File: config.mk
export PLATFORM = sky130hd
export DESIGN_NAME = neuron_mac_acc_flat
export DESIGN_NICKNAME = d
export VERILOG_FILES = /design/src/rtl/neuron_mac_if.sv /design/src/rtl/neuron_mac_acc.sv /design/src/flat_wrapper.sv
export SDC_FILE = /design/constraint.sdc
export NUM_CORES = 1
export LEC_CHECK = 0
export CAP_MARGIN = 20
export CORE_UTILIZATION = 63
export DETAILED_ROUTE_END_ITERATION = 7
export HOLD_SLACK_MARGIN = 0.05
export PLACE_DENSITY = 0.82
export REMOVE_ABC_BUFFERS = 1
export SYNTH_ARGS = -nofsm -noshare
export SYNTH_HDL_FRONTEND = slang
export SYNTH_SLANG_ARGS = --single-unit
File: constraint.sdc
create_clock -name clock -period 9.57 [get_ports clock]
set_input_delay 1.914 -clock clock [delete_from_list [all_inputs] [get_ports clock]]
set_output_delay 1.914 -clock clock [all_outputs]
set_load 0.005 [all_outputs]
File: src/rtl/neuron_mac_if.sv
// Stream bundle for neuron_mac_acc: (weight, activation, bias) beats in,
// saturated pre-activation result out.
interface neuron_mac_if #(
    parameter int W_A   = 8,
    parameter int W_W   = 8,
    parameter int W_OUT = 10
);
    logic             in_valid;
    logic             in_ready;
    logic [W_A-1:0]   in_act;
    logic [W_W-1:0]   in_weight;
    logic             in_last;
    logic [W_OUT-1:0] bias;
    logic             out_valid;
    logic             out_ready;
    logic [W_OUT-1:0] out_data;
    logic             out_sat;
    logic             busy;

    modport master (
        output in_valid, in_act, in_weight, in_last, bias, out_ready,
        input  in_ready, out_valid, out_data, out_sat, busy
    );

    modport slave (
        input  in_valid, in_act, in_weight, in_last, bias, out_ready,
        output in_ready, out_valid, out_data, out_sat, busy
    );
endinterface

File: src/rtl/neuron_mac_acc.sv
// Serial MAC for one neuron: product stage, accumulator, round/shift/saturate.
// Optional NEURON_MAC_ROUND_EN selects round-half-up instead of truncation.
module neuron_mac_acc #(
    parameter int W_A   = 8,
    parameter int F_A   = 7,
    parameter int W_W   = 8,
    parameter int F_W   = 6,
    parameter int W_ACC = 24,
    parameter int W_OUT = 10,
    parameter int OUT_I = 4
) (
    input logic        clock,
    input logic        reset,
    neuron_mac_if.slave bus
);
    localparam int OUT_F = W_OUT - OUT_I;
    localparam int SHIFT = F_A + F_W - OUT_F;
    localparam int W_P   = W_A + W_W;

    localparam logic        [W_ACC-1:0] HALF    = W_ACC'(1) << (SHIFT - 1);
    localparam logic signed [W_ACC-1:0] SAT_MAX = W_ACC'((1 << (W_OUT - 1)) - 1);
    localparam logic signed [W_ACC-1:0] SAT_MIN = ~SAT_MAX;

    typedef enum logic [2:0] {
        S_IDLE,
        S_ACCUM,
        S_FLUSH,
        S_CONV,
        S_OUTPUT
    } state_e;

    state_e state_q, state_d;
    logic   drain_q, drain_d;

    logic                    p_valid_q, p_first_q;
    logic signed [W_P-1:0]   prod_q;
    logic signed [W_OUT-1:0] bias_q;
    logic signed [W_ACC-1:0] acc_q, acc_d;
    logic signed [W_ACC-1:0] rnd_q, rnd_d;
    logic        [W_OUT-1:0] out_data_q, out_data_d;
    logic                    out_sat_q, out_sat_d;

    logic ready_c, accept_c;

    assign ready_c  = (state_q == S_IDLE || state_q == S_ACCUM) && !reset;
    assign accept_c = bus.in_valid && ready_c;

    // ---------------- FSM: state register ----------------
    // NOTE: every clocked process uses non-blocking assignments so all
    // registers update from the same pre-edge values.
    always_ff @(posedge clock) begin
        if (reset) begin
            state_q <= S_IDLE;
            drain_q <= 1'b0;
        end else begin
            state_q <= state_d;
            drain_q <= drain_d;
        end
    end

    // ---------------- FSM: next state ----------------
    // NOTE: combinational outputs get a default first so no path infers a latch.
    always_comb begin
        state_d = state_q;
        drain_d = 1'b0;
        unique case (state_q)
            S_IDLE:   if (accept_c) state_d = bus.in_last ? S_FLUSH : S_ACCUM;
            S_ACCUM:  if (accept_c && bus.in_last) state_d = S_FLUSH;
            // Hold until the last product has passed through acc and rnd.
            S_FLUSH:  if (drain_q) state_d = S_CONV; else drain_d = 1'b1;
            S_CONV:   state_d = S_OUTPUT;
            S_OUTPUT: if (bus.out_ready) state_d = S_IDLE;
            default:  state_d = S_IDLE;
        endcase
    end

    // ---------------- FSM: outputs ----------------
    always_comb begin
        bus.in_ready  = ready_c;
        bus.busy      = (state_q != S_IDLE);
        bus.out_valid = (state_q == S_OUTPUT);
        bus.out_data  = out_data_q;
        bus.out_sat   = out_sat_q;
    end

    // ---------------- Stage 1: product ----------------
    always_ff @(posedge clock) begin
        if (reset) begin
            p_valid_q <= 1'b0;
            p_first_q <= 1'b0;
            prod_q    <= '0;
            bias_q    <= '0;
        end else begin
            p_valid_q <= accept_c;
            if (accept_c) begin
                prod_q    <= $signed(bus.in_act) * $signed(bus.in_weight);
                p_first_q <= (state_q == S_IDLE);
                if (state_q == S_IDLE) bias_q <= $signed(bus.bias);
            end
        end
    end

    // ---------------- Stage 2: accumulate (wraps modulo 2^W_ACC) ----------------
    always_comb begin
        acc_d = acc_q;
        if (p_valid_q) begin
            if (p_first_q)
                acc_d = ({{(W_ACC-W_OUT){bias_q[W_OUT-1]}}, bias_q} <<< SHIFT)
                        + {{(W_ACC-W_P){prod_q[W_P-1]}}, prod_q};
            else
                acc_d = acc_q + {{(W_ACC-W_P){prod_q[W_P-1]}}, prod_q};
        end
    end

    // ---------------- Stage 3: round and shift, then saturate ----------------
    always_comb begin
`ifdef NEURON_MAC_ROUND_EN
        rnd_d = $signed(acc_q + HALF) >>> SHIFT;
`else
        rnd_d = acc_q >>> SHIFT;
`endif
        out_data_d = rnd_q[W_OUT-1:0];
        out_sat_d  = 1'b0;
        if (rnd_q > SAT_MAX) begin
            out_data_d = SAT_MAX[W_OUT-1:0];
            out_sat_d  = 1'b1;
        end else if (rnd_q < SAT_MIN) begin
            out_data_d = SAT_MIN[W_OUT-1:0];
            out_sat_d  = 1'b1;
        end
    end

    always_ff @(posedge clock) begin
        if (reset) begin
            acc_q      <= '0;
            rnd_q      <= '0;
            out_data_q <= '0;
            out_sat_q  <= 1'b0;
        end else begin
            acc_q <= acc_d;
            rnd_q <= rnd_d;
            if (state_q == S_CONV) begin
                out_data_q <= out_data_d;
                out_sat_q  <= out_sat_d;
            end
        end
    end
endmodule

File: src/flat_wrapper.sv
// flat-port wrapper written by rule: the top's interface ports become plain ports
module neuron_mac_acc_flat 
#(
    parameter int W_A   = 8,
    parameter int F_A   = 7,
    parameter int W_W   = 8,
    parameter int F_W   = 6,
    parameter int W_ACC = 24,
    parameter int W_OUT = 10,
    parameter int OUT_I = 4
)
  (clock, reset, bus_in_valid, bus_in_act, bus_in_weight, bus_in_last, bus_bias, bus_out_ready, bus_in_ready, bus_out_valid, bus_out_data, bus_out_sat, bus_busy);
  neuron_mac_if #(.W_A(W_A), .W_W(W_W), .W_OUT(W_OUT)) bus_i ();
  input logic clock;
  input logic reset;
  input wire logic [$bits(bus_i.in_valid)-1:0] bus_in_valid;
  input wire logic [$bits(bus_i.in_act)-1:0] bus_in_act;
  input wire logic [$bits(bus_i.in_weight)-1:0] bus_in_weight;
  input wire logic [$bits(bus_i.in_last)-1:0] bus_in_last;
  input wire logic [$bits(bus_i.bias)-1:0] bus_bias;
  input wire logic [$bits(bus_i.out_ready)-1:0] bus_out_ready;
  output wire logic [$bits(bus_i.in_ready)-1:0] bus_in_ready;
  output wire logic [$bits(bus_i.out_valid)-1:0] bus_out_valid;
  output wire logic [$bits(bus_i.out_data)-1:0] bus_out_data;
  output wire logic [$bits(bus_i.out_sat)-1:0] bus_out_sat;
  output wire logic [$bits(bus_i.busy)-1:0] bus_busy;
  assign bus_i.in_valid = bus_in_valid;
  assign bus_i.in_act = bus_in_act;
  assign bus_i.in_weight = bus_in_weight;
  assign bus_i.in_last = bus_in_last;
  assign bus_i.bias = bus_bias;
  assign bus_i.out_ready = bus_out_ready;
  assign bus_in_ready = bus_i.in_ready;
  assign bus_out_valid = bus_i.out_valid;
  assign bus_out_data = bus_i.out_data;
  assign bus_out_sat = bus_i.out_sat;
  assign bus_busy = bus_i.busy;
  neuron_mac_acc #(.W_A(W_A), .F_A(F_A), .W_W(W_W), .F_W(F_W), .W_ACC(W_ACC), .W_OUT(W_OUT), .OUT_I(OUT_I)) u_core (.clock(clock), .reset(reset), .bus(bus_i));
endmodule
; ---- After elaboration in Yosys (flattened, before gate mapping)
; Cells that the tools add are included.
[totals]
reg_bits = 84
in_bits = 31
output_inout_bits = 14
elab_cells = 46
[op_classes]
addsub = 2
multipliers = 1
order_cmp = 2
n_eq_ne = 8
mux = 12
bitwise = 1
n_reduce_logical = 10
[op_table]
columns = cell, n
row1 = $add 24x24->24, 1
row2 = $mux 24, 1
row3 = $mux 10, 2
row4 = $add 17x16->18, 1
row5 = $gt 17x10->1 const B, 1
row6 = $lt 17x10->1 const B, 1
row7 = $mul 8x8->16, 1
row8 = $pmux 3 s5, 1
row9 = $mux 3, 4
row10 = $eq 3x2->1 const B, 2
row11 = $ne 2x1->1 const B, 2
row12 = $ne 2x2->1 const B, 2
row13 = $reduce_and 4->1, 1
row14 = $eq 3x1->1 const B, 1
row15 = $eq 3x3->1 const B, 1
row16 = $logic_and 1x1->1, 3
row17 = $logic_not 3->1, 1
row18 = $mux 1, 3
row19 = $reduce_bool 3->1, 1
row20 = $mux 2, 1
row21 = $reduce_and 2->1, 1
row22 = $reduce_or 2->1, 1
row23 = $logic_not 1->1, 1
row24 = $logic_or 1x1->1, 1
row25 = $not 1->1, 1

; ---- Longest topological paths before layout
; Gate-level depths: netlist of the first run.
[logic_depth]
ltp_word = 7
ltp_mapped = 18
mapped_depth_nobuf = 18

; ---- Least setup slack after synthesis of the first run
; OpenSTA, ideal clock, no wires.
[synth_path]
path_type = input -> register
startpoint = in bus_in_act[3]
endpoint = reg u_core.prod_q[14]
arrival_time_ns = 5.798
required_time_ns = 9.454
slack_ns = 3.656
stages = 17
n_path_buf = 0
path_cell_list = and2_1 -> fa_1 -> inv_1 -> fa_1 -> inv_1 -> fa_1 -> inv_1 -> fa_1 -> inv_1 -> ha_1 -> o21a_1 -> o21ai_0 -> a21oi_1 -> o211ai_1 -> a21boi_0 -> or3_1 -> a31o_2
[synth_between]
elab_chain_len = 1
[synth_rtl]
columns = element, line_no
row1 = from (decl), flat_wrapper.sv:17  ; input wire logic [$bits(bus_i.in_act)-1:0] bus_in_act;
row2 = $mul 8x8->16, neuron_mac_acc.sv:96  ; prod_q <= $signed(bus.in_act) * $signed(bus.in_weight);
row3 = to (signal assigned), neuron_mac_acc.sv:96
row4 = to (decl), neuron_mac_acc.sv:36  ; logic signed [W_P-1:0] prod_q;
; No other way between the ends.
; A chain may end at the register's enable or synchronous reset.

; ---- Worst setup path in the final report of the first run
[layout_path]
startpoint = in bus_in_weight[7]
endpoint = reg u_core.prod_q[14]
[layout_between]
elab_chain_len = 1
[layout_rtl]
columns = element, line_no
row1 = from (decl), flat_wrapper.sv:18  ; input wire logic [$bits(bus_i.in_weight)-1:0] bus_in_weight;
row2 = $mul 8x8->16, neuron_mac_acc.sv:96
; No other way between the ends.

==> insert_results.sql, run 1 <==
INSERT INTO impl_metrics (metric_group, metric, value, unit) VALUES
('worst_setup_path', 'path_cells', 'clkdlybuf4s50_1 -> nand2b_1 -> fa_1 -> fa_1 -> inv_1 -> fa_1 -> inv_1 -> fa_1 -> inv_1 -> ha_1 -> o21a_1 -> o21ai_0 -> a21oi_1 -> o211ai_1 -> a21boi_0 -> or3_1 -> a31o_2', ''),
('timing', 'slew_viol_final', '0', ''),
('timing', 'maxClockFrequency', '156', 'MHz'),
('route', 'drt-pass1-iter-count', '5', ''),
('logic_synthesis', 'ys_top_cells_by_count', 'inv_1, nand2_1, dfxtp_1', ''),
('timing', 'final.period_utilization', '66.8', '%'),
('timing', 'number_of_failing_setup_endpoints_in_the_final_timing_report', '0', ''),
('route', 'wire_per_inst', '14.5', 'µm'),
('global_route', 'track_usage', '27.0', '%'),
('power_and_ir_drop', 'static-leakage-power', '3.36', 'nW'),
('global_route', 'wire_length_of_the_first_global_routing_pass', '24600', 'µm'),
('timing', 'final_period_minus_worst_setup_slack', '6.39', 'ns'),
('die', 'floorplan.io_pins', '45', ''),
('worst_setup_path', 'critical_path.endpoint_type', 'register', ''),
('logic_synthesis', 'synth.ff_latch_count', '84', ''),
('route', 'first_iter_violations', '292', ''),
('worst_setup_path', 'cpPeakStageDelay', '0.67', 'ns'),
('logic_synthesis', 'yosys.area.top_type_share', '24.1', '%'),
('cts', 'cts-htree-levels', '3', ''),
('logic_synthesis', 'post_syn_area', '0.00698', 'mm²'),
('logic_synthesis', 'cell_taking_the_most_area_after_synthesis', 'dfxtp_1', ''),
('logic_synthesis', 'synth.yosys.seq_area_share', '24.1', '%'),
('die', 'placementRows', '38', ''),
('logic_synthesis', 'async_flop_share', '0', '%'),
('cts', 'cts_made_buffers', '9', ''),
('die', 'initial_core_util', '64.4', '%'),
('timing', 'fin_skew', '0.0116', 'ns'),
('cells_and_area', 'fill_cells', '865', ''),
('cells_and_area', 'sequential_cell_area', '0.00168', 'mm²'),
('logic_synthesis', 'synth-simple-area-share', '19.3', '%'),
('logic_synthesis', 'synth_adder_area_share', '27.4', '%'),
('run_status', 'outcome', 'completed', ''),
('worst_hold_path', 'hold_depth', '1', ''),
('global_route', 'globalRouteOverflowTotal', '0', ''),
('cells_and_area', 'antenna_cells', '0', ''),
('die', 'die_area', '0.0115', 'mm²'),
('power_and_ir_drop', 'ir_worst_vdd', '0.141', 'mV'),
('timing', 'grt_setup_unrepaired', 'false', ''),
('route', 'vias_per_cell', '5.61', ''),
('worst_setup_path', 'ff2ff_path_depth', '8', ''),
('timing', 'timing_hold_violations_final', '0', ''),
('worst_setup_path', 'timing_worst_setup_path_type', 'input port to register', ''),
('cells_and_area', 'multi_input_area', '0.00485', 'mm²'),
('cts', 'worstSkewPairLatency', '0.38', 'ns'),
('cts', 'cts.path.max_buffers', '2', ''),
('cts', 'clock_tree.root_cell', 'clkbuf_8', ''),
('die', 'die_height', '107', 'µm'),
('logic_synthesis', 'area_share_of_xor_xnor_cells_in_the_synthesized_design', '4.39', '%'),
('logic_synthesis', 'synth_enable_flop_cells', '0', ''),
('cts', 'cts_tree', 'done', ''),
('worst_setup_path', 'timing.critical_path.required', '9.85', 'ns'),
('cts', 'clkSlewWorstSetupHoldPaths', '0.08', 'ns'),
('timing', 'max-slew-margin-rel', '44.4', '%'),
('placement', 'place.detailed.hpwl', '11500', 'µm'),
('worst_hold_path', 'min-delay-path-class', 'register to register', ''),
('route', 'antenna_violating_nets_post_route', '0', ''),
('global_route', 'grt_start_max_net_pins', '86', ''),
('die', 'core_area', '0.0108', 'mm²'),
('logic_synthesis', 'synth_most_common_cell', 'inv_1', ''),
('cts', 'cts_hold_repair.buffers', '0', ''),
('cells_and_area', 'area_delta_synth_final', '10.6', '%'),
('cts', 'postCtsSetupRepairBufs', '0', ''),
('cts', 'cts-resized-gates', '0', ''),
('route', 'drc', '0', ''),
('placement', 'place.gp.congestion', '0.903', ''),
('logic_synthesis', 'synth_warn', '0', ''),
('worst_setup_path', 'cp_buf_inv_count', '4', ''),
('global_route', 'via_count_of_the_first_global_routing_pass', '5582', ''),
('power_and_ir_drop', 'power.density', '189', 'mW/mm²'),
('route', 'route.final.wire_length', '14400', 'µm'),
('cts', 'cts_num_sinks', '84', '');
through the flow:
stage               std cells  utilization [%]  hold slack [ns]  total power [mW]  setup WS [ns]
floorplan                 794                -            0.398              1.03           3.66
global placement          981             69.4            0.407              1.17           2.90
detailed placement        981             69.4            0.422              1.21           2.80
CTS                       997             71.2            0.433              1.47           3.21
global route              997             71.2            0.475              1.60           2.94
finish                    997             71.2            0.441              1.46           3.18
cell usage in the layout, fill, tap and decap left out, types with 2 or more instances in the layout:
| cell | Yosys | layout |
|---|---|---|
| a21o_1 | 11 | 11 |
| inv_1 | 95 | 95 |
| o31a_1 | 2 | 2 |
| clkbuf_8 | 0 | 10 |
| xnor2_1 | 22 | 22 |
| nand3b_1 | 12 | 12 |
| or4b_2 | 2 | 2 |
| mux2i_1 | 5 | 5 |
| nand4_1 | 4 | 4 |
| o21bai_1 | 4 | 4 |
| o21a_1 | 9 | 9 |
| o22ai_1 | 2 | 2 |
| or3_1 | 6 | 6 |
| nor2b_1 | 29 | 29 |
| nor3_1 | 11 | 11 |
| a31oi_1 | 5 | 5 |
| buf_4 | 0 | 3 |
| o21ai_2 | 2 | 2 |
| clkdlybuf4s50_1 | 0 | 43 |
| ha_1 | 62 | 62 |
| nor4_1 | 2 | 2 |
| and2_1 | 38 | 38 |
| fa_1 | 57 | 57 |
| nor3b_1 | 5 | 5 |
| or2_2 | 2 | 2 |
| nand2_1 | 93 | 93 |
| nand3_1 | 7 | 7 |
| xor2_1 | 13 | 13 |
| a211oi_1 | 23 | 23 |
| o211ai_1 | 15 | 15 |
| o31ai_1 | 4 | 4 |
| a311oi_1 | 3 | 3 |
| a2111oi_0 | 2 | 2 |
| o21ai_1 | 3 | 3 |
| and3_1 | 2 | 2 |
| nor2_1 | 46 | 46 |
| o21ai_0 | 38 | 38 |
| nand2b_1 | 10 | 10 |
| dfxtp_1 | 84 | 84 |
| a21oi_1 | 49 | 49 |
metal layers:
layer	GRT usage [%]	up-vias	wire, µm
met5	0	-	0
met4	12.6	0	405
met3	4.48	31	492
met2	47.8	121	7280
met1	31.8	2616	6250
li1	-	2823	-
flip-flops by register name, summed over array words and instances (netlist names):
name,cells
u_core.p_valid_q,1
u_core.prod_q,16
u_core.state_q,3
u_core.p_first_q,1
u_core.rnd_q,17
u_core.bias_q,10
u_core.acc_q,24
u_core.bus.out_sat,1
u_core.bus.out_data,10
u_core.drain_q,1
cell type report:
cell class	count	area share [%]
repair buffers	47	5.93
inverters	95	4.62
clock inverters	5	0.778
clock buffers	11	1.83
flip-flops and latches	84	21.8
well taps	140	2.27
multi-input cells	615	62.8
logic make-up after synthesis:
group / after synthesis
and+or+nand+nor: 270
AOI/OAI and AO/OA: 185
buffers and inverters: 121
adders and majority gates: 119
DFF: 84
xor gates and xnor gates: 35
muxes: 6
path summary, 6_finish.rpt:
path                          from           endpoint  slack [ns]
setup / recovery  bus_in_weight[7]  u_core.prod_q[14]        3.18
hold / removal      u_core.drain_q     u_core.drain_q        0.44
setup reg to reg   u_core.acc_q[6]   u_core.acc_q[23]        6.84
hold reg to reg     u_core.drain_q     u_core.drain_q        0.44
power breakdown:
group | switching [mW] | leakage [nW] | internal, mW | total [mW]
clock | 0.131 | 0.0999 | 0.129 | 0.259
combinational | 0.431 | 2.58 | 0.350 | 0.781
sequential | 0.0312 | 0.686 | 0.384 | 0.416
Power figures use the tool's default switching activity.
==> run 2: changes to the inputs <==
--- a/config.mk
+++ b/config.mk
@@ -6,10 +6,10 @@
 export NUM_CORES = 1
 export LEC_CHECK = 0
 export CAP_MARGIN = 20
-export CORE_UTILIZATION = 63
+export CORE_UTILIZATION = 61
 export DETAILED_ROUTE_END_ITERATION = 7
 export HOLD_SLACK_MARGIN = 0.05
-export PLACE_DENSITY = 0.82
+export PLACE_DENSITY = 0.8
 export REMOVE_ABC_BUFFERS = 1
 export SYNTH_ARGS = -nofsm -noshare
 export SYNTH_HDL_FRONTEND = slang
==> constraint.sdc (replaced) <==
create_clock -name clock -period 6.28 [get_ports clock]
set_input_delay 1.256 -clock clock [delete_from_list [all_inputs] [get_ports clock]]
set_output_delay 1.256 -clock clock [all_outputs]
set_load 0.005 [all_outputs]
==> run 2 against run 1 <==
  * Hold slack lost 0.015 ns
  * Design area grew 2.0%
  * Clock skew shrank 0.0064 ns
  * Sequential cell count is the same
  * Routed wire length grew 1.4%
  * Sequential power grew 53%
  * Critical path depth grew 1
  * Clock power grew 120%
  * Cell count grew 0.50%
  * Core utilization grew 0.51 points
  * Non-clock buffer count grew 4
  * Die area grew 3.2%
  * Critical endpoint unchanged
  * Largest power group unchanged
==> insert_results.sql, run 2 (synthesis gave the netlist of run 1 again) <==
INSERT INTO impl_metrics (metric_group, metric, value, unit) VALUES
('global_route', 'globalRouteOverflowTotal', '0', ''),
('worst_setup_path', 'critical_path.reg2reg.endpoint', 'u_core.acc_q[22]', ''),
('die', 'core_area', '0.0110', 'mm²'),
('worst_setup_path', 'crit_cells', '18', ''),
('timing', 'final.period_utilization', '90.8', '%'),
('cts', 'clkSlewWorstSetupHoldPaths', '0.06', 'ns'),
('timing', 'timing_hold_violations_final', '0', ''),
('cts', 'cts_tree', 'done', ''),
('worst_setup_path', 'timing_worst_setup_path_type', 'input port to register', ''),
('die', 'initial_core_util', '63.6', '%'),
('global_route', 'gr-usage-met3', '4.30', '%'),
('power_and_ir_drop', 'power.clock.fraction', '23.9', '%'),
('cts', 'worstSkewPairLatency', '0.34', 'ns'),
('worst_setup_path', 'rrSetupSlack', '3.51', 'ns'),
('placement', 'place.detailed.hpwl', '11700', 'µm'),
('global_route', 'global_routing_s_busiest_layer', 'met2', ''),
('power_and_ir_drop', 'p_sw', '0.926', 'mW'),
('worst_setup_path', 'crit_fanout', '8', ''),
('placement', 'dpl_cell_area', '0.00755', 'mm²'),
('route', 'wire_per_inst', '14.6', 'µm'),
('cells_and_area', 'fin_util', '71.7', '%'),
('cells_and_area', 'final_nets', '1006', ''),
('cells_and_area', 'proportion_of_layout_cells_with_a_drive_suffix_above_1', '4.18', '%'),
('worst_setup_path', 'critical_path.slowest_cell', 'clkdlybuf4s50_1', ''),
('power_and_ir_drop', 'power.density', '305', 'mW/mm²'),
('flow_run', 'maxCapViolCount', '0', ''),
('cts', 'cts_made_buffers', '9', ''),
('route', 'route.final.wire_length', '14600', 'µm'),
('cells_and_area', 'postLayoutCellArea', '0.00788', 'mm²'),
('worst_setup_path', 'cpPeakStageDelay', '0.54', 'ns'),
('cts', 'postCtsSetupRepairBufs', '0', ''),
('power_and_ir_drop', 'power_switching_share', '38.5', '%'),
('cells_and_area', 'final_common_cell', 'inv_1', ''),
('cts', 'cts.path.max_buffers', '2', ''),
('worst_setup_path', 'timing.critical_path.from', 'bus_in_act[3]', ''),
('cts', 'clock_tree.root_cell', 'clkbuf_16', ''),
('worst_hold_path', 'min-delay-path-class', 'register to register', ''),
('timing', 'slew_viol_final', '0', ''),
('power_and_ir_drop', 'power.share.combinational', '49.7', '%'),
('timing', 'max-slew-margin-rel', '43.9', '%'),
('timing', 'grt_setup_unrepaired', 'false', ''),
('cts', 'cts_num_sinks', '84', ''),
('worst_setup_path', 'critical_path.endpoint_type', 'register', ''),
('cts', 'cts-resized-gates', '0', ''),
('power_and_ir_drop', 'share_seq_of_total_power', '26.4', '%'),
('power_and_ir_drop', 'ir_worst_vdd', '0.252', 'mV'),
('cts', 'cts-htree-levels', '3', ''),
('timing', 'tightestPinTransition', '0.842', 'ns'),
('worst_setup_path', 'critPathTopFamily', 'adder cells', ''),
('cts', 'cts_hold_repair.buffers', '0', ''),
('die', 'die_area', '0.0119', 'mm²'),
('timing', 'holdWs', '0.426', 'ns'),
('worst_setup_path', 'timing.critical_path.required', '6.52', 'ns'),
('route', 'drc', '0', ''),
('power_and_ir_drop', 'power.internal', '1.48', 'mW'),
('route', 'first_iter_violations', '294', ''),
('worst_setup_path', 'ff2ff_path_depth', '9', ''),
('cells_and_area', 'largest_registers_in_the_final_layout', 'u_core.acc_q (24), u_core.rnd_q (17), u_core.prod_q (16)', ''),
('global_route', 'track_usage', '26.0', '%'),
('worst_setup_path', 'worstPathArrival', '5.94', 'ns'),
('power_and_ir_drop', 'fin_total_pwr', '2.41', 'mW'),
('power_and_ir_drop', 'static-leakage-power', '3.44', 'nW'),
('die', 'placementRows', '38', ''),
('route', 'antenna_violating_nets_post_route', '0', ''),
('run_status', 'outcome', 'completed', ''),
('global_route', 'via_count_of_the_first_global_routing_pass', '5413', ''),
('cells_and_area', 'commonest_cells_after_routing_fill_and_taps_aside', 'inv_1, nand2_1, dfxtp_1', ''),
('timing', 'totalNegativeSetupSlack', '0', 'ns'),
('global_route', 'wire_length_of_the_first_global_routing_pass', '24300', 'µm'),
('timing', 'final_period_minus_worst_setup_slack', '5.70', 'ns'),
('die', 'die_w', '109', 'µm'),
('cells_and_area', 'largest_reg_flops', '24', ''),
('timing', 'maxClockFrequency', '175', 'MHz'),
('cells_and_area', 'regMostFlops', 'u_core.acc_q', ''),
('worst_setup_path', 'worst_r2r_startpoint', 'u_core.prod_q[15]', ''),
('worst_setup_path', 'crit_path_end', 'u_core.prod_q[14]', ''),
('route', 'drt-pass1-iter-count', '5', ''),
('global_route', 'groute.layer.met2.usage', '47.6', '%'),
('global_route', 'use_met1', '30.8', '%'),
('global_route', 'grt_start_max_net_pins', '85', ''),
('worst_setup_path', 'crit_path_start_kind', 'input port', ''),
('placement', 'port_buffers', '44', ''),
('global_route', 'antenna_violations_before_repair', '0', ''),
('cells_and_area', 'area_delta_synth_final', '12.8', '%'),
('route', 'route.vias.total', '5580', ''),
('die', 'die_height', '109', 'µm'),
('timing', 'number_of_failing_setup_endpoints_in_the_final_timing_report', '0', ''),
('timing', 'fin_skew', '0.00514', 'ns'),
('route', 'vias_per_cell', '5.57', ''),
('placement', 'place.gp.congestion', '0.877', ''),
('worst_setup_path', 'cp_buf_inv_count', '5', ''),
('die', 'floorplan.io_pins', '45', ''),
('worst_setup_path', 'path_cells', 'clkdlybuf4s50_1 -> and2_1 -> fa_1 -> inv_1 -> fa_1 -> inv_1 -> fa_1 -> inv_1 -> fa_1 -> inv_1 -> ha_1 -> o21a_1 -> o21ai_0 -> a21oi_1 -> o211ai_1 -> a21boi_0 -> or3_1 -> a31o_2', '');
[run 2: changes by cell type in the layout (fill, tap and decap cells not counted)]
cell / before / now
buf_4: 3 / 7
bufinv_16: 1 / 2
clkbuf_1: 1 / 0
clkbuf_16: 0 / 9
clkbuf_8: 10 / 1
clkinv_2: 1 / 2
clkinv_4: 1 / 2
clkinvlp_4: 1 / 0
diode_2: 0 / 1
inv_6: 1 / 0
[run 2: worst min path at each step]
stage | start | cells after the start | endpoint
floorplan | u_core.drain_q | 1 | u_core.drain_q
global placement | u_core.drain_q | 1 | u_core.drain_q
detailed placement | u_core.drain_q | 1 | u_core.drain_q
CTS | u_core.drain_q | 1 | u_core.drain_q
global route | u_core.drain_q | 1 | u_core.drain_q
finish | u_core.drain_q | 1 | u_core.drain_q
[run 2: through the flow]
stage,setup WS (ns),std cells
after floorplan,1.02,794
after global placement,0.268,985
after detailed placement,0.201,985
after CTS,0.576,1001
after global routing,0.264,1001
final,0.577,1002
[run 2: power groups by stage]
stage                     Combinational (mW)  Sequential [mW]  Clock (mW)
after global placement                  1.15            0.643           0
after detailed placement                1.20            0.646           0
after CTS                               1.21            0.635       0.585
final                                   1.20            0.635       0.574
after global routing                    1.36            0.642       0.600
after floorplan                        0.933            0.634           0
[run 2: per-layer routing]
metal,wire [µm],vias up
li1,-,2831
met1,6360,2624
met2,7510,104
met3,524,21
met4,240,0
met5,0,-
[run 2: layout make-up]
| cell class | count | area [µm²] |
|---|---|---|
| multi-input cells | 615 | 4850 |
| fillers | 879 | 3100 |
| flip-flops and latches | 84 | 1680 |
| repair buffers | 51 | 488 |
| inverters | 95 | 357 |
| clock buffers | 10 | 239 |
| well taps | 140 | 175 |
| clock inverters | 6 | 87.6 |
| diodes | 1 | 2.50 |
==> run 3: changes to the inputs <==
--- a/config.mk
+++ b/config.mk
@@ -6,6 +6,7 @@
 export NUM_CORES = 1
 export LEC_CHECK = 0
 export CAP_MARGIN = 20
+export CORE_MARGIN = 3
 export CORE_UTILIZATION = 61
 export DETAILED_ROUTE_END_ITERATION = 7
 export HOLD_SLACK_MARGIN = 0.05
==> run 3 against run 2 <==
  * Register-to-register slack lost 0.05 ns
  * Hold slack gained 0.0030 ns
  * Via count grew 2.6%
  * Die area grew 7.5%
  * Sequential power is essentially flat
==> insert_results.sql, run 3 (synthesis gave the netlist of run 1 again) <==
INSERT INTO impl_metrics (metric_group, metric, value, unit) VALUES
('run_status', 'outcome', 'completed', ''),
('flow_run', 'maxCapViolCount', '0', ''),
('cells_and_area', 'sequential_cell_area', '0.00168', 'mm²'),
('cts', 'cts_num_sinks', '84', ''),
('die', 'die_area', '0.0128', 'mm²'),
('power_and_ir_drop', 'p_sw', '0.921', 'mW'),
('cells_and_area', 'largest_reg_flops', '24', ''),
('timing', 'tightestPinTransition', '0.864', 'ns'),
('route', 'vias_per_cell', '5.73', ''),
('timing', 'slew_viol_final', '0', ''),
('cts', 'clkSlewWorstSetupHoldPaths', '0.06', 'ns'),
('cells_and_area', 'final_common_cell', 'inv_1', ''),
('placement', 'place.detailed.hpwl', '11700', 'µm'),
('die', 'placementRows', '38', ''),
('cts', 'cts_tree', 'done', ''),
('timing', 'maxClockFrequency', '173', 'MHz'),
('worst_hold_path', 'worst_hold_endpoint', 'u_core.drain_q', ''),
('cells_and_area', 'regMostFlops', 'u_core.acc_q', ''),
('cts', 'cts.path.max_buffers', '2', ''),
('timing', 'fin_skew', '0.00708', 'ns'),
('placement', 'port_buffers', '44', ''),
('worst_setup_path', 'critical_path.reg2reg.endpoint', 'u_core.acc_q[18]', ''),
('power_and_ir_drop', 'static-leakage-power', '3.43', 'nW'),
('die', 'core_area', '0.0110', 'mm²'),
('route', 'drc', '0', ''),
('cells_and_area', 'area_delta_synth_final', '12.4', '%'),
('cts', 'cts_hold_repair.buffers', '0', ''),
('cells_and_area', 'commonest_cells_after_routing_fill_and_taps_aside', 'inv_1, nand2_1, dfxtp_1', ''),
('power_and_ir_drop', 'ir_worst_vdd', '0.199', 'mV'),
('worst_setup_path', 'worstPathArrival', '6.01', 'ns'),
('cells_and_area', 'largest_registers_in_the_final_layout', 'u_core.acc_q (24), u_core.rnd_q (17), u_core.prod_q (16)', ''),
('worst_hold_path', 'min-delay-path-class', 'register to register', ''),
('cells_and_area', 'antenna_cells', '0', ''),
('route', 'wire_per_inst', '14.9', 'µm'),
('cells_and_area', 'final_nets', '1006', ''),
('route', 'antenna_violating_nets_post_route', '0', ''),
('worst_hold_path', 'min_from', 'u_core.drain_q', ''),
('power_and_ir_drop', 'power.internal', '1.45', 'mW'),
('power_and_ir_drop', 'power.density', '302', 'mW/mm²'),
('worst_setup_path', 'critical_path.endpoint_type', 'register', ''),
('cts', 'cts_made_buffers', '9', ''),
('global_route', 'globalRouteOverflowTotal', '0', ''),
('cts', 'postCtsSetupRepairBufs', '0', ''),
('route', 'route.vias.total', '5725', ''),
('worst_setup_path', 'crit_path_start_kind', 'input port', ''),
('cells_and_area', 'multi_input_area', '0.00485', 'mm²'),
('worst_setup_path', 'timing.critical_path.required', '6.51', 'ns'),
('die', 'initial_core_util', '63.3', '%'),
('worst_setup_path', 'worst_r2r_startpoint', 'u_core.prod_q[0]', ''),
('global_route', 'antenna_violations_before_repair', '1', ''),
('cts', 'clock_tree.root_cell', 'clkbuf_16', ''),
('timing', 'number_of_failing_setup_endpoints_in_the_final_timing_report', '0', ''),
('power_and_ir_drop', 'share_seq_of_total_power', '26.8', '%'),
('worst_setup_path', 'timing_worst_setup_path_type', 'input port to register', ''),
('die', 'floorplan.io_pins', '45', ''),
('worst_setup_path', 'crit_fanout', '8', ''),
('cts', 'worstSkewPairLatency', '0.34', 'ns'),
('route', 'first_iter_violations', '320', ''),
('power_and_ir_drop', 'power_switching_share', '38.9', '%'),
('power_and_ir_drop', 'power.share.combinational', '50.7', '%'),
('global_route', 'grt_start_max_net_pins', '85', ''),
('route', 'drt-pass1-iter-count', '4', ''),
('global_route', 'wire_length_of_the_first_global_routing_pass', '25500', 'µm'),
('cts', 'cts-resized-gates', '0', ''),
('route', 'route.final.wire_length', '14900', 'µm'),
('timing', 'totalNegativeSetupSlack', '0', 'ns'),
('cells_and_area', 'fill_cells', '858', ''),
('die', 'die_height', '113', 'µm'),
('global_route', 'track_usage', '24.1', '%'),
('worst_setup_path', 'rrSetupSlack', '3.46', 'ns'),
('timing', 'grt_setup_unrepaired', 'false', ''),
('cts', 'cts-htree-levels', '3', ''),
('timing', 'max-slew-margin-rel', '42.2', '%'),
('cells_and_area', 'proportion_of_layout_cells_with_a_drive_suffix_above_1', '4.07', '%'),
('global_route', 'via_count_of_the_first_global_routing_pass', '5720', ''),
('placement', 'place.gp.congestion', '0.906', ''),
('timing', 'final.period_utilization', '92.0', '%'),
('power_and_ir_drop', 'fin_total_pwr', '2.37', 'mW'),
('timing', 'timing_hold_violations_final', '0', ''),
('timing', 'final_period_minus_worst_setup_slack', '5.78', 'ns'),
('worst_setup_path', 'ff2ff_path_depth', '11', ''),
('worst_hold_path', 'hold_depth', '1', ''),
('power_and_ir_drop', 'power.clock.fraction', '22.5', '%'),
('die', 'die_w', '113', 'µm');
run 3: through the flow:
stage / hold WS [ns] / setup slack [ns] / cell area (µm²) / utilization (%) / std cells
3_3_place_gp: 0.408 / 0.291 / 7550 / 68.4 / 985
4_1_cts: 0.424 / 0.512 / 7850 / 71.2 / 1000
3_5_place_dp: 0.416 / 0.152 / 7550 / 68.4 / 985
6_report: 0.429 / 0.502 / 7850 / 71.2 / 1000
2_1_floorplan: 0.398 / 1.02 / 6890 / - / 794
5_1_grt: 0.448 / 0.255 / 7850 / 71.2 / 1000
run 3: layer usage:
metal	track usage, %	wire length, µm
met1	28.2	6340
met2	45.1	7760
met3	3.32	537
met4	7.93	289
met5	0	13
run 3: worst max-delay path by stage:
| stage | start | to | cells past startpoint | slack, ns |
|---|---|---|---|---|
| floorplan | bus_in_act[3] | u_core.prod_q[14] | 17 | 1.02 |
| finish | bus_in_act[3] | u_core.prod_q[14] | 18 | 0.50 |
| CTS | bus_in_act[3] | u_core.prod_q[14] | 18 | 0.51 |
| detailed placement | bus_in_act[3] | u_core.prod_q[14] | 18 | 0.15 |
| global placement | bus_in_weight[4] | u_core.prod_q[14] | 18 | 0.29 |
| global route | bus_in_act[3] | u_core.prod_q[14] | 18 | 0.26 |
run 3: cell type report:
type | count | share of cell area [%]
Clock buffer | 11 | 3.22
Multi-Input combinational cell | 615 | 61.8
Inverter | 95 | 4.54
Tap cell | 140 | 2.23
Timing Repair Buffer | 51 | 6.22
Clock inverter | 4 | 0.622
Sequential cell | 84 | 21.4
run 3: power groups by stage:
stage / clock network, mW / registers, mW / logic [mW]
after floorplan: 0 / 0.634 / 0.933
after global placement: 0 / 0.643 / 1.15
after detailed placement: 0 / 0.646 / 1.20
after CTS: 0.539 / 0.634 / 1.21
after global routing: 0.563 / 0.642 / 1.37
final: 0.534 / 0.634 / 1.20
run 3: critical path: stages:
cell	delay, ns
clkdlybuf4s50_1	0.54
and2_1	0.25
fa_1	0.54
inv_1	0.05
fa_1	0.47
inv_1	0.05
fa_1	0.52
inv_1	0.05
fa_1	0.52
inv_1	0.04
ha_1	0.33
o21a_1	0.14
o21ai_0	0.22
a21oi_1	0.14
o211ai_1	0.19
a21boi_0	0.12
or3_1	0.31
a31o_2	0.25
